===== config.mk =====
export PLATFORM = sky130hd
export DESIGN_NAME = seg_scan_driver
export DESIGN_NICKNAME = d
export VERILOG_FILES = /design/src/rtl/seg_scan_driver.sv
export SDC_FILE = /design/constraint.sdc
export NUM_CORES = 1
export LEC_CHECK = 0
export BUFFER_PORTS_ARGS = -buffer_cell sky130_fd_sc_hd__buf_2
export CAP_MARGIN = 30
export CORE_UTILIZATION = 50
export CTS_CLUSTER_DIAMETER = 150
export DETAILED_ROUTE_END_ITERATION = 16
export GPL_ROUTABILITY_DRIVEN = 0
export PLACE_DENSITY = 0.69
export SLEW_MARGIN = 20
export SYNTH_ARGS = -nofsm -noshare
export SYNTH_HDL_FRONTEND = slang
export SYNTH_SLANG_ARGS = --single-unit

===== constraint.sdc =====
create_clock -name clk -period 2.64 [get_ports clk]
set_input_delay 0.396 -clock clk [delete_from_list [all_inputs] [get_ports clk]]
set_output_delay 0.396 -clock clk [all_outputs]
set_load 0.02 [all_outputs]

===== src/rtl/seg_scan_driver.sv =====
// Four-digit multiplexed 7-segment driver showing a frame-sampled 8-bit value plus a halt marker.
// Define SEG_SCAN_DECIMAL_EN for a 3-digit decimal readout (double-dabble); hex readout otherwise.
module seg_scan_driver #(
    parameter int unsigned REFRESH_CYCLES = 100000
) (
    input  logic       clk,
    input  logic       rst,
    input  logic [7:0] value,
    input  logic       halt,
    output logic [6:0] seg,
    output logic [3:0] an
);

    localparam int unsigned CW = $clog2(REFRESH_CYCLES);
    localparam logic [CW-1:0] LAST = CW'(REFRESH_CYCLES - 1);
    localparam logic [6:0] GLYPH_H = 7'b0001001;

    function automatic logic [6:0] hex_glyph(input logic [3:0] nib);
        logic [6:0] g;
        unique case (nib)
            4'h0: g = 7'b1000000;
            4'h1: g = 7'b1111001;
            4'h2: g = 7'b0100100;
            4'h3: g = 7'b0110000;
            4'h4: g = 7'b0011001;
            4'h5: g = 7'b0010010;
            4'h6: g = 7'b0000010;
            4'h7: g = 7'b1111000;
            4'h8: g = 7'b0000000;
            4'h9: g = 7'b0010000;
            4'hA: g = 7'b0001000;
            4'hB: g = 7'b0000011;
            4'hC: g = 7'b1000110;
            4'hD: g = 7'b0100001;
            4'hE: g = 7'b0000110;
            default: g = 7'b0001110;
        endcase
        return g;
    endfunction

    logic [CW-1:0] cnt;
    logic [1:0]    idx;
    logic [7:0]    snap;
    logic          upd;
    logic          tick;
    logic          frame_start;

    assign tick        = (cnt == LAST);
    assign frame_start = tick && (idx == 2'd3);

    // upd comes out of reset set so digit 0 is shown right after release
    always_ff @(posedge clk or posedge rst) begin
        if (rst) begin
            cnt  <= '0;
            idx  <= '0;
            snap <= '0;
            upd  <= 1'b1;
        end else begin
            cnt <= tick ? '0 : cnt + 1'b1;
            upd <= tick;
            if (tick)
                idx <= idx + 2'd1;
            if (frame_start)
                snap <= value;
        end
    end

    logic [3:0] nib0, nib1, nib2;
    logic       blank1, blank2;

`ifdef SEG_SCAN_DECIMAL_EN
    typedef enum logic [1:0] {IDLE, CONV, DONE} conv_state_t;

    conv_state_t state, state_next;
    logic        conv_start;
    logic        load, shift, latch;
    logic [7:0]  bin_sh;
    logic [11:0] bcd_work;
    logic [11:0] bcd_latch;
    logic [7:0]  bcd_adj;
    logic [2:0]  iter;

    // Hundreds never exceeds 2 for an 8-bit input, so only ones/tens need the add-3 step.
    always_comb begin
        bcd_adj = bcd_work[7:0];
        for (int unsigned i = 0; i < 2; i++) begin
            if (bcd_work[4*i +: 4] >= 4'd5)
                bcd_adj[4*i +: 4] = bcd_work[4*i +: 4] + 4'd3;
        end
    end

    always_ff @(posedge clk or posedge rst) begin
        if (rst)
            state <= IDLE;
        else
            state <= state_next;
    end

    always_comb begin
        state_next = state;
        load       = 1'b0;
        shift      = 1'b0;
        latch      = 1'b0;
        unique case (state)
            IDLE: begin
                if (conv_start) begin
                    load       = 1'b1;
                    state_next = CONV;
                end
            end
            CONV: begin
                shift = 1'b1;
                if (iter == 3'd7)
                    state_next = DONE;
            end
            DONE: begin
                latch      = 1'b1;
                state_next = IDLE;
            end
            default: state_next = IDLE;
        endcase
    end

    always_ff @(posedge clk or posedge rst) begin
        if (rst) begin
            conv_start <= 1'b0;
            bin_sh     <= '0;
            bcd_work   <= '0;
            bcd_latch  <= '0;
            iter       <= '0;
        end else begin
            conv_start <= frame_start;
            if (load) begin
                bin_sh   <= snap;
                bcd_work <= '0;
                iter     <= '0;
            end else if (shift) begin
                bcd_work <= {bcd_work[10:8], bcd_adj, bin_sh[7]};
                bin_sh   <= {bin_sh[6:0], 1'b0};
                iter     <= iter + 3'd1;
            end
            if (latch)
                bcd_latch <= bcd_work;
        end
    end

    assign nib0   = bcd_latch[3:0];
    assign nib1   = bcd_latch[7:4];
    assign nib2   = bcd_latch[11:8];
    assign blank2 = (nib2 == 4'd0);
    assign blank1 = blank2 && (nib1 == 4'd0);
`else
    assign nib0   = snap[3:0];
    assign nib1   = snap[7:4];
    assign nib2   = '0;
    assign blank1 = 1'b0;
    assign blank2 = 1'b1;
`endif

    logic       blank;
    logic [6:0] glyph;

    always_comb begin
        blank = 1'b1;
        glyph = '1;
        unique case (idx)
            2'd0: begin
                blank = 1'b0;
                glyph = hex_glyph(nib0);
            end
            2'd1: begin
                blank = blank1;
                glyph = hex_glyph(nib1);
            end
            2'd2: begin
                blank = blank2;
                glyph = hex_glyph(nib2);
            end
            default: begin
                blank = !halt;
                glyph = GLYPH_H;
            end
        endcase
    end

    always_ff @(posedge clk or posedge rst) begin
        if (rst) begin
            an  <= '1;
            seg <= '1;
        end else if (upd) begin
            an  <= blank ? 4'b1111 : ~(4'b0001 << idx);
            seg <= blank ? 7'h7F : glyph;
        end
    end

endmodule


==> impl_results.md, run 1 <==
* DR iter-0 viols at 81
* Largest net degree at the start of global routing at 40
* Grt ovf at 0
* Switching Fraction at 24.5%
* Syn Area/Cell at 10.8 sq um
* Global-route usage over all layers at 19.3%
* CTS resizes at 0
* CTS tree: done
* Synth Instances at 224
* EDFF count, synth at 0
* H-Tree Depth at 2
* Final period util at 81.3%
* Post-Syn Area at 2430 sq um
* I/O pins at 22
* Crit path launch: cnt[12]
* Top post-synthesis cells by area: dfrtp_1 28%, dfstp_2 13%, ha_1 11%
* Slew @ Worst Pin at 0.631 ns
* Port buffer count at 21
* Die width at 71.7 um
* Syn_nets at 257
* Area share of the largest cell type after synthesis at 27.8%
* Hold WS at 0.201 ns
* Worst EP required at 2.81 ns
* Vias per cell at 5.57
* Run status: finished clean
* Die Ht at 71.7 um
* Power share of the combinational group at 7.6%
* RSZ-0062 raised after global routing: no
* Cell Int Power at 832 uW
* Synth Flop Type: dfrtp_1
* R2r startpoint: cnt[12]
* Crit path DAT at 2.31 ns
* Sw power at 270 uW
* Layout Skew at 0.0127 ns
* Area Overhead vs Synth at 7.43%
* Share of cells above drive strength 1 at 24.3%
* Cts hold-fix bufs at 0
* MaxCap Viol Count at 0
* Antenna violations before repair at 0
* Inserted Diodes at 0
* Crit Path Class: reg2reg
* Worst flop-to-flop path endpoint: idx[1]
* Worst r2r path cells at 4
* Setup crit end kind: flip-flop
* Fillcell total at 407
* VDD IR-drop max at 0.359 mV
* DRC at 0
* Max clock buf depth at 2
* Max-slew violations at 0
* Synth cell types at 49
* CP top delay family: simple AND/OR/NAND/NOR gates
* CP Buf/Inv Count at 0
* FMAX at 0.466 GHz
* Max stage delay on crit path at 0.56 ns
* Crit-path max FO at 11
* Final critical-path required period at 2.15 ns
* Die area at 5130 sq um
* Clk sinks at 39
* Post-layout net count at 275
* Post-CTS setup buffer count at 0
* Rel. slew slack at 57.5%
* Later-pin clock latency in the skew report at 0.29 ns
* Clock root buffer: clkbuf_8
* Sequential Power Share at 56.5%
* Starting Density at 53.9%
* Post-synth top area cell: dfrtp_1
* Yosys reg bits at 39
* Static leakage at 1.22 nW
* CP Cell Sequence: or4b_4 -> nor4_4 -> and4_4 -> mux2_2
* Ys async rst share at 100%
* CP Launch Type: flip-flop
* First-pass GRT wire length at 7.56 mm
* Clock power share at 36.0%
* Post-Route WL at 4.43 mm
* TNS Setup at 0 ns
* Vias in the first global route at 1638
* PwrDens at 423 nW/um^2
* Hold WC Path Type: in2async
* DR vias at 1644
* DRT Pass-1 Iters at 4
* Total CTS buffers at 5
* Clock-pin transition on the worst setup and hold timing paths at 0.08 ns
* Wire length per cell at 15.0 um
* Reg2Reg Setup Slack at 0.49 ns
* Core area at 4500 sq um
* Final setup fails at 0
* Seq/Total Area, Yosys at 40.8%
* Hold Fails Final Rpt at 0
* Post-DP HPWL at 3.07 mm
* Detail Route Antenna Nets at 0
* Row cnt at 24
* CP max stage cell: or4b_4
* Register area at 991 sq um
* YS warnings at 0
* Area occupied by multi-input gates at 1300 sq um
## power by group through the flow
stage / sequential, mW / combinational, mW / clock (mW)
detailed placement: 0.633 / 0.0840 / 0
global route: 0.624 / 0.0940 / 0.436
CTS: 0.622 / 0.0843 / 0.407
finish: 0.622 / 0.0833 / 0.396
global placement: 0.632 / 0.0830 / 0
floorplan: 0.622 / 0.0736 / 0
## sequential cells by signal (all words and copies together) (netlist names)
register,flops
snap,8
idx,2
seg,7
an,4
upd,1
cnt,17
## cell usage after synthesis (7+ instances only)
library cell	instances
a21oi_1	9
dfrtp_1	27
dfstp_2	12
ha_1	22
inv_1	15
mux2_2	11
mux2i_1	15
nand2_1	10
nand2b_1	7
nand3_1	8
nor2_1	13
xnor2_1	10
## stage by stage
| step | std cells | cell area, sq um | util [%] | power, mW | setup WS [ns] |
|---|---|---|---|---|---|
| 6_report | 295 | 2610 | 57.9 | 1.10 | 0.495 |
| 3_5_place_dp | 287 | 2520 | 56.1 | 0.716 | 0.493 |
| 5_1_grt | 295 | 2610 | 57.9 | 1.15 | 0.402 |
| 2_1_floorplan | 224 | 2430 | - | 0.695 | 0.674 |
| 4_1_cts | 295 | 2610 | 57.9 | 1.11 | 0.483 |
| 3_3_place_gp | 287 | 2520 | 56.1 | 0.715 | 0.527 |
## tightest hold or removal path, stage by stage
cell and delay [ns]:
buf_2 0.09, inv_1 0.04, buf_4 0.41
## final cells by class
cell class	count	area share [%]
multi-input cells	159	49.9
flip-flops and latches	39	38.0
repair buffers	22	4.32
clock buffers	7	2.93
well taps	52	2.50
inverters	15	2.16
clock inverters	1	0.192
## metal layers
metal / GRT usage, % / part of all wire [%] / vias to the layer above
met2: 33.1 / 48 / 26
met3: 4.22 / 2.7 / 6
met1: 23.5 / 47 / 780
li1: - / - / 832
met5: 0 / 0 / -
met4: 7.84 / 2.1 / 0
## layout by cell type (no fill, tap or decap), types with 8 or more instances in the layout
cell type,count
dfrtp_1,27
ha_1,22
buf_2,21
inv_1,15
mux2i_1,15
nor2_1,13
dfstp_2,12
mux2_2,11
nand2_1,10
xnor2_1,10
a21oi_1,9
nand3_1,8
## worst max path at each step
stage | slack (ns) | depth (start not counted) | end
floorplan | 0.67 | 4 | idx[1]
global placement | 0.53 | 4 | idx[1]
detailed placement | 0.49 | 4 | idx[1]
CTS | 0.48 | 4 | idx[1]
global route | 0.40 | 4 | idx[1]
finish | 0.49 | 4 | idx[1]
## kinds of logic (layout without fill, tap and decap cells)
group           Yosys count  after routing  share of synthesized area [%]
simple gates             64             64                           16.2
flops                    39             39                           40.8
compound gates           31             31                           8.36
mux                      27             27                           12.2
buf+inv                  26             45                           5.57
fa+ha+maj                22             22                           11.3
xor+xnor                 15             15                           5.41
Power figures use the tool's default switching activity.
==> run 2, diff against run 1 <==
Clock period 2.64 ns to 2.1 ns, I/O delays scaled along.
==> impl_results.md, run 2 (synthesis gave the netlist of run 1 again) <==
* Run status: finished clean
* Final setup fails at 0 (unchanged)
* DRC at 0 (unchanged)
* Post-Place Cell Area at 2550 sq um (+1.2%)
* Hold Fails Final Rpt at 0 (unchanged)
* Port buffer count at 21 (unchanged)
* CP max stage cell: or4b_4
* CP Cell Sequence: or4b_4 -> nor4_4 -> and4_4 -> mux2_2
* Inserted Diodes at 0 (unchanged)
* Most frequent cells in the layout: 27 x dfrtp_1, 22 x ha_1, 21 x buf_2
* Total CTS buffers at 5 (unchanged)
* Max clock buf depth at 2 (unchanged)
* Max-slew violations at 0 (unchanged)
* Post-DP HPWL at 3.12 mm (+1.6%)
* Die Ht at 71.7 um (unchanged)
* Vias in the first global route at 1567 (-4.3%)
* VDD IR-drop max at 0.461 mV (+28%)
* DR iter-0 viols at 59 (-27%)
* Post-layout worst setup margin at 0.121 ns (-0.374 ns)
* Number of flip-flops in the largest register at 17 (unchanged)
* Clock root buffer: clkbuf_8
* Wire length per cell at 14.6 um (-3.0%)
* Antenna violations before repair at 0 (unchanged)
* CTS resizes at 0 (unchanged)
* Cts hold-fix bufs at 0 (unchanged)
* Vias per cell at 5.57 (-0.14%)
* Post-layout net count at 279 (+1.5%)
* DR vias at 1664 (+1.2%)
* RSZ-0062 raised after global routing: no
* Die area at 5130 sq um (unchanged)
* Share of cells above drive strength 1 at 26.3% (+2.0 points)
* Largest net degree at the start of global routing at 40 (unchanged)
* Starting Density at 53.9% (unchanged)
* Crit Path Class: reg2reg
* Post-CTS setup buffer count at 0 (unchanged)
* Rel. slew slack at 65.1% (+7.6 points)
* CP Buf/Inv Count at 0 (unchanged)
* Die width at 71.7 um (unchanged)
* Crit path DAT at 2.16 ns (-0.15 ns)
* FMAX at 0.505 GHz (+8.4%)
* Crit-path max FO at 4 (-7)
* Clock-pin transition on the worst setup and hold timing paths at 0.08 ns (about the same)
* Post-Route WL at 4.35 mm (-1.7%)
* Row cnt at 24 (unchanged)
* DRT Pass-1 Iters at 4 (unchanged)
* First-pass GRT wire length at 7.33 mm (-3.0%)
* Hold WC Path Type: in2async
* Clk sinks at 39 (unchanged)
* PwrDens at 576 nW/um^2 (+36%)
* Later-pin clock latency in the skew report at 0.30 ns (about the same)
* Total power at 1.54 mW (+40%)
* Layout Skew at 0.0130 ns (+0.000339 ns)
* CP Launch Type: flip-flop
* Most common cell after layout, fill and taps aside: dfrtp_1
* Worst EP required at 2.28 ns (-0.53 ns)
* Core area at 4500 sq um (unchanged)
* TNS Setup at 0 ns (unchanged)
* Grt ovf at 0 (unchanged)
* Global-route usage over all layers at 18.9% (-0.41 points)
* Final critical-path required period at 1.98 ns (-0.166 ns)
* Slew @ Worst Pin at 0.523 ns (-0.108 ns)
* CTS tree: done
* I/O pins at 22 (unchanged)
* CP top delay family: simple AND/OR/NAND/NOR gates
* MaxCap Viol Count at 0 (unchanged)
* Detail Route Antenna Nets at 0 (unchanged)
* Static leakage at 1.26 nW (+3.3%)
* Post-route cell area at 2670 sq um (+2.5%)
* Top flop regs: cnt (17), snap (8), seg (7)
* Pre-CTS setup slack at 0.114 ns (-0.379 ns)
* Max stage delay on crit path at 0.54 ns (-0.02 ns)
* Most flops, register: cnt
* Final period util at 94.2% (+13 points)
* Area Overhead vs Synth at 10.2%
* Setup crit end kind: flip-flop
* H-Tree Depth at 2 (unchanged)
run 2: cell types whose count changed in the layout (fill, tap and decap cells not counted):
cell       change
bufinv_16      +1
buf_4          +4
clkbuf_8       +1
clkbuf_1       -2
run 2: area by class of cell:
class | count | area, sq um
fill | 390 | 1830
clock inverter | 2 | 35.0
clock buffer | 6 | 82.6
tap | 52 | 65.1
sequential | 39 | 991
timing repair buffer | 26 | 143
inverter | 15 | 56.3
multi-input combinational | 159 | 1300
run 2: worst register-to-register path, cell delays in order (launching register included):
cell and delay, ns:
dfrtp_1 0.41, or4b_4 0.54, nor4_4 0.33, and4_4 0.28
mux2_2 0.32
run 2: stage by stage:
stage	std cells	hold slack [ns]	util [%]
3_3_place_gp	291	0.452	56.7
4_1_cts	299	0.131	59.3
3_5_place_dp	291	0.455	56.7
6_report	299	0.118	59.3
2_1_floorplan	224	0.460	-
5_1_grt	299	0.175	59.3
run 2: metal layers:
metal / share of wire [%] / up-vias / track usage [%]
met3: 2.5 / 5 / 4.22
met5: 0 / - / 0
met1: 45 / 818 / 23.5
met2: 51 / 15 / 32.3
met4: 1.3 / 0 / 6.54
li1: - / 826 / -
run 2: worst paths after layout:
check | from | end | slack [ns] | cells past startpoint
setup / recovery | cnt[13] | idx[1] | 0.12 | 4
hold / removal | rst | snap[7] | 0.12 | 3
setup reg to reg | cnt[13] | idx[1] | 0.12 | 4
hold reg to reg | an[1] | an[1] | 0.47 | 2
max in group asynchronous | rst | an[1] | 1.60 | 3
min in group clk | value[2] | snap[2] | 0.24 | 2
run 2: power breakdown:
group	internal [mW]	total, mW	switching (mW)
combinational	0.0526	0.105	0.0521
clock	0.384	0.653	0.269
sequential	0.759	0.781	0.0220
total	1.20	1.54	0.343
==> run 3, diff against run 2 <==
Settings changed: CTS_BUF_LIST set to sky130_fd_sc_hd__clkbuf_4, SLEW_MARGIN 20 to not set.
==> impl_results.md, run 3 (synthesis gave the netlist of run 1 again) <==
* Run status: finished clean
* Core area at 4500 sq um (unchanged)
* Post-Place Cells at 291 (unchanged)
* Grt ovf at 0 (unchanged)
* Die Ht at 71.7 um (unchanged)
* Clock-pin transition on the worst setup and hold timing paths at 0.13 ns (+0.05 ns)
* FMAX at 0.505 GHz (about the same)
* Post-CTS setup buffer count at 0 (unchanged)
* Post-layout net count at 279 (unchanged)
* I/O pins at 22 (unchanged)
* Max-slew violations at 0 (unchanged)
* Metal2 WL at 2.22 mm (+0.32%)
* Worst EP required at 2.34 ns (+0.06 ns)
* PwrDens at 526 nW/um^2 (-8.7%)
* Post-Route WL at 4.28 mm (-1.7%)
* CTS resizes at 0 (unchanged)
* R2r startpoint: cnt[13]
* H-Tree Depth at 2 (unchanged)
* Hold Fails Final Rpt at 0 (unchanged)
* Die area at 5130 sq um (unchanged)
* Vias in the first global route at 1557 (-0.64%)
* Starting Density at 53.9% (unchanged)
* Max clock buf depth at 2 (unchanged)
* Total CTS buffers at 5 (unchanged)
* RSZ-0062 raised after global routing: no
* DRC at 0 (unchanged)
* Final setup fails at 0 (unchanged)
* Clk sinks at 39 (unchanged)
* Post-DP HPWL at 3.12 mm (unchanged)
* Largest net degree at the start of global routing at 40 (unchanged)
* Antenna violations before repair at 0 (unchanged)
* Pre-CTS setup slack at 0.114 ns (unchanged)
* Final critical-path required period at 1.98 ns (+0.000549 ns)
* Crit path DAT at 2.22 ns (+0.06 ns)
* Layout Skew at 0.0181 ns (+0.00503 ns)
* Global-route usage over all layers at 18.6% (-0.21 points)
* DRT Pass-1 Iters at 4 (unchanged)
* Static leakage at 1.24 nW (-1.5%)
* Area Overhead vs Synth at 8.46%
* Crit Path Class: reg2reg
* CTS tree: done
* TNS Setup at 0 ns (unchanged)
* Vias per cell at 5.54 (-0.48%)
* Final period util at 94.3% (about the same)
* Share of cells above drive strength 1 at 25.9% (-0.40 points)
* Setup crit end kind: flip-flop
* WL met1 at 1.91 mm (-3.3%)
* Inserted Diodes at 0 (unchanged)
* Crit-path max FO at 4 (unchanged)
* Row cnt at 24 (unchanged)
* Top flop regs: cnt (17), snap (8), seg (7)
* Post-layout worst setup margin at 0.121 ns (-0.000549 ns)
* Hold WC Path Type: in2async
* First-pass GRT wire length at 7.27 mm (-0.85%)
* Cts hold-fix bufs at 0 (unchanged)
* WL met3 at 104 um (-4.6%)
* Top Metal Used: met4
* Most common cell after layout, fill and taps aside: dfrtp_1
* MaxCap Viol Count at 0 (unchanged)
* Crit path launch: cnt[13]
* Fillcell total at 390 (unchanged)
* Rel. slew slack at 63.9% (-1.2 points)
* Number of flip-flops in the largest register at 17 (unchanged)
* Most frequent cells in the layout: 27 x dfrtp_1, 22 x ha_1, 21 x buf_2
* Die width at 71.7 um (unchanged)
* CP Launch Type: flip-flop
* Clock root buffer: clkbuf_4
* DR iter-0 viols at 71 (+20%)
* Port buffer count at 21 (unchanged)
* Slew @ Worst Pin at 0.541 ns (+0.0178 ns)
* Non-filler instance count after layout at 299 (unchanged)
* DR vias at 1656 (-0.48%)
* VDD IR-drop max at 0.348 mV (-25%)
* Detail Route Antenna Nets at 0 (unchanged)
* Most flops, register: cnt
* Wire length per cell at 14.3 um (-1.7%)
* Later-pin clock latency in the skew report at 0.35 ns (+0.05 ns)
run 3: cell types whose count changed in the layout (fill, tap and decap cells not counted), sizes merged:
cell	before	now
clkinv	1	2
clkbuf	6	5
run 3: final timing paths:
path                       slack [ns]  endpoint  cells past startpoint
setup / recovery                 0.12    idx[1]                      4
hold / removal                   0.05   snap[7]                      3
setup reg to reg                 0.12    idx[1]                      4
hold reg to reg                  0.47     an[1]                      2
max in group asynchronous        1.67     an[1]                      3
min in group clk                 0.18   snap[4]                      2
run 3: final cells by class:
cell class,count,area (sq um),area share (%)
Inverter,15,56.3,2.14
Multi-Input combinational cell,159,1300,49.4
Sequential cell,39,991,37.7
Clock inverter,3,38.8,1.47
Timing Repair Buffer,26,143,5.42
Tap cell,52,65.1,2.47
Clock buffer,5,37.5,1.43
run 3: where the power goes:
group / leakage [nW] / switching, mW / internal, mW
Sequential: 0.469 / 0.0222 / 0.760
Clock: 0.0426 / 0.252 / 0.245
Combinational: 0.729 / 0.0518 / 0.0526
Total: 1.24 / 0.326 / 1.06
run 3: critical path, cell delays in order, from the launching register on:
cell and delay (ns):
dfrtp_1 0.42, or4b_4 0.54, nor4_4 0.32, and4_4 0.28, mux2_2 0.32
run 3: layer usage:
layer / vias up / track usage, %
li1: 827 / -
met1: 806 / 23.6
met2: 17 / 31.8
met3: 6 / 4.22
met4: 0 / 5.88
met5: - / 0
run 3: stage by stage:
step	hold slack (ns)	util (%)	area, sq um	power [mW]
6_report	0.0519	58.4	2630	1.38
5_1_grt	0.0948	58.4	2630	1.45
4_1_cts	0.0570	58.4	2630	1.40
3_5_place_dp	0.455	56.7	2550	0.902
3_3_place_gp	0.452	56.7	2550	0.900
2_1_floorplan	0.460	-	2430	0.874
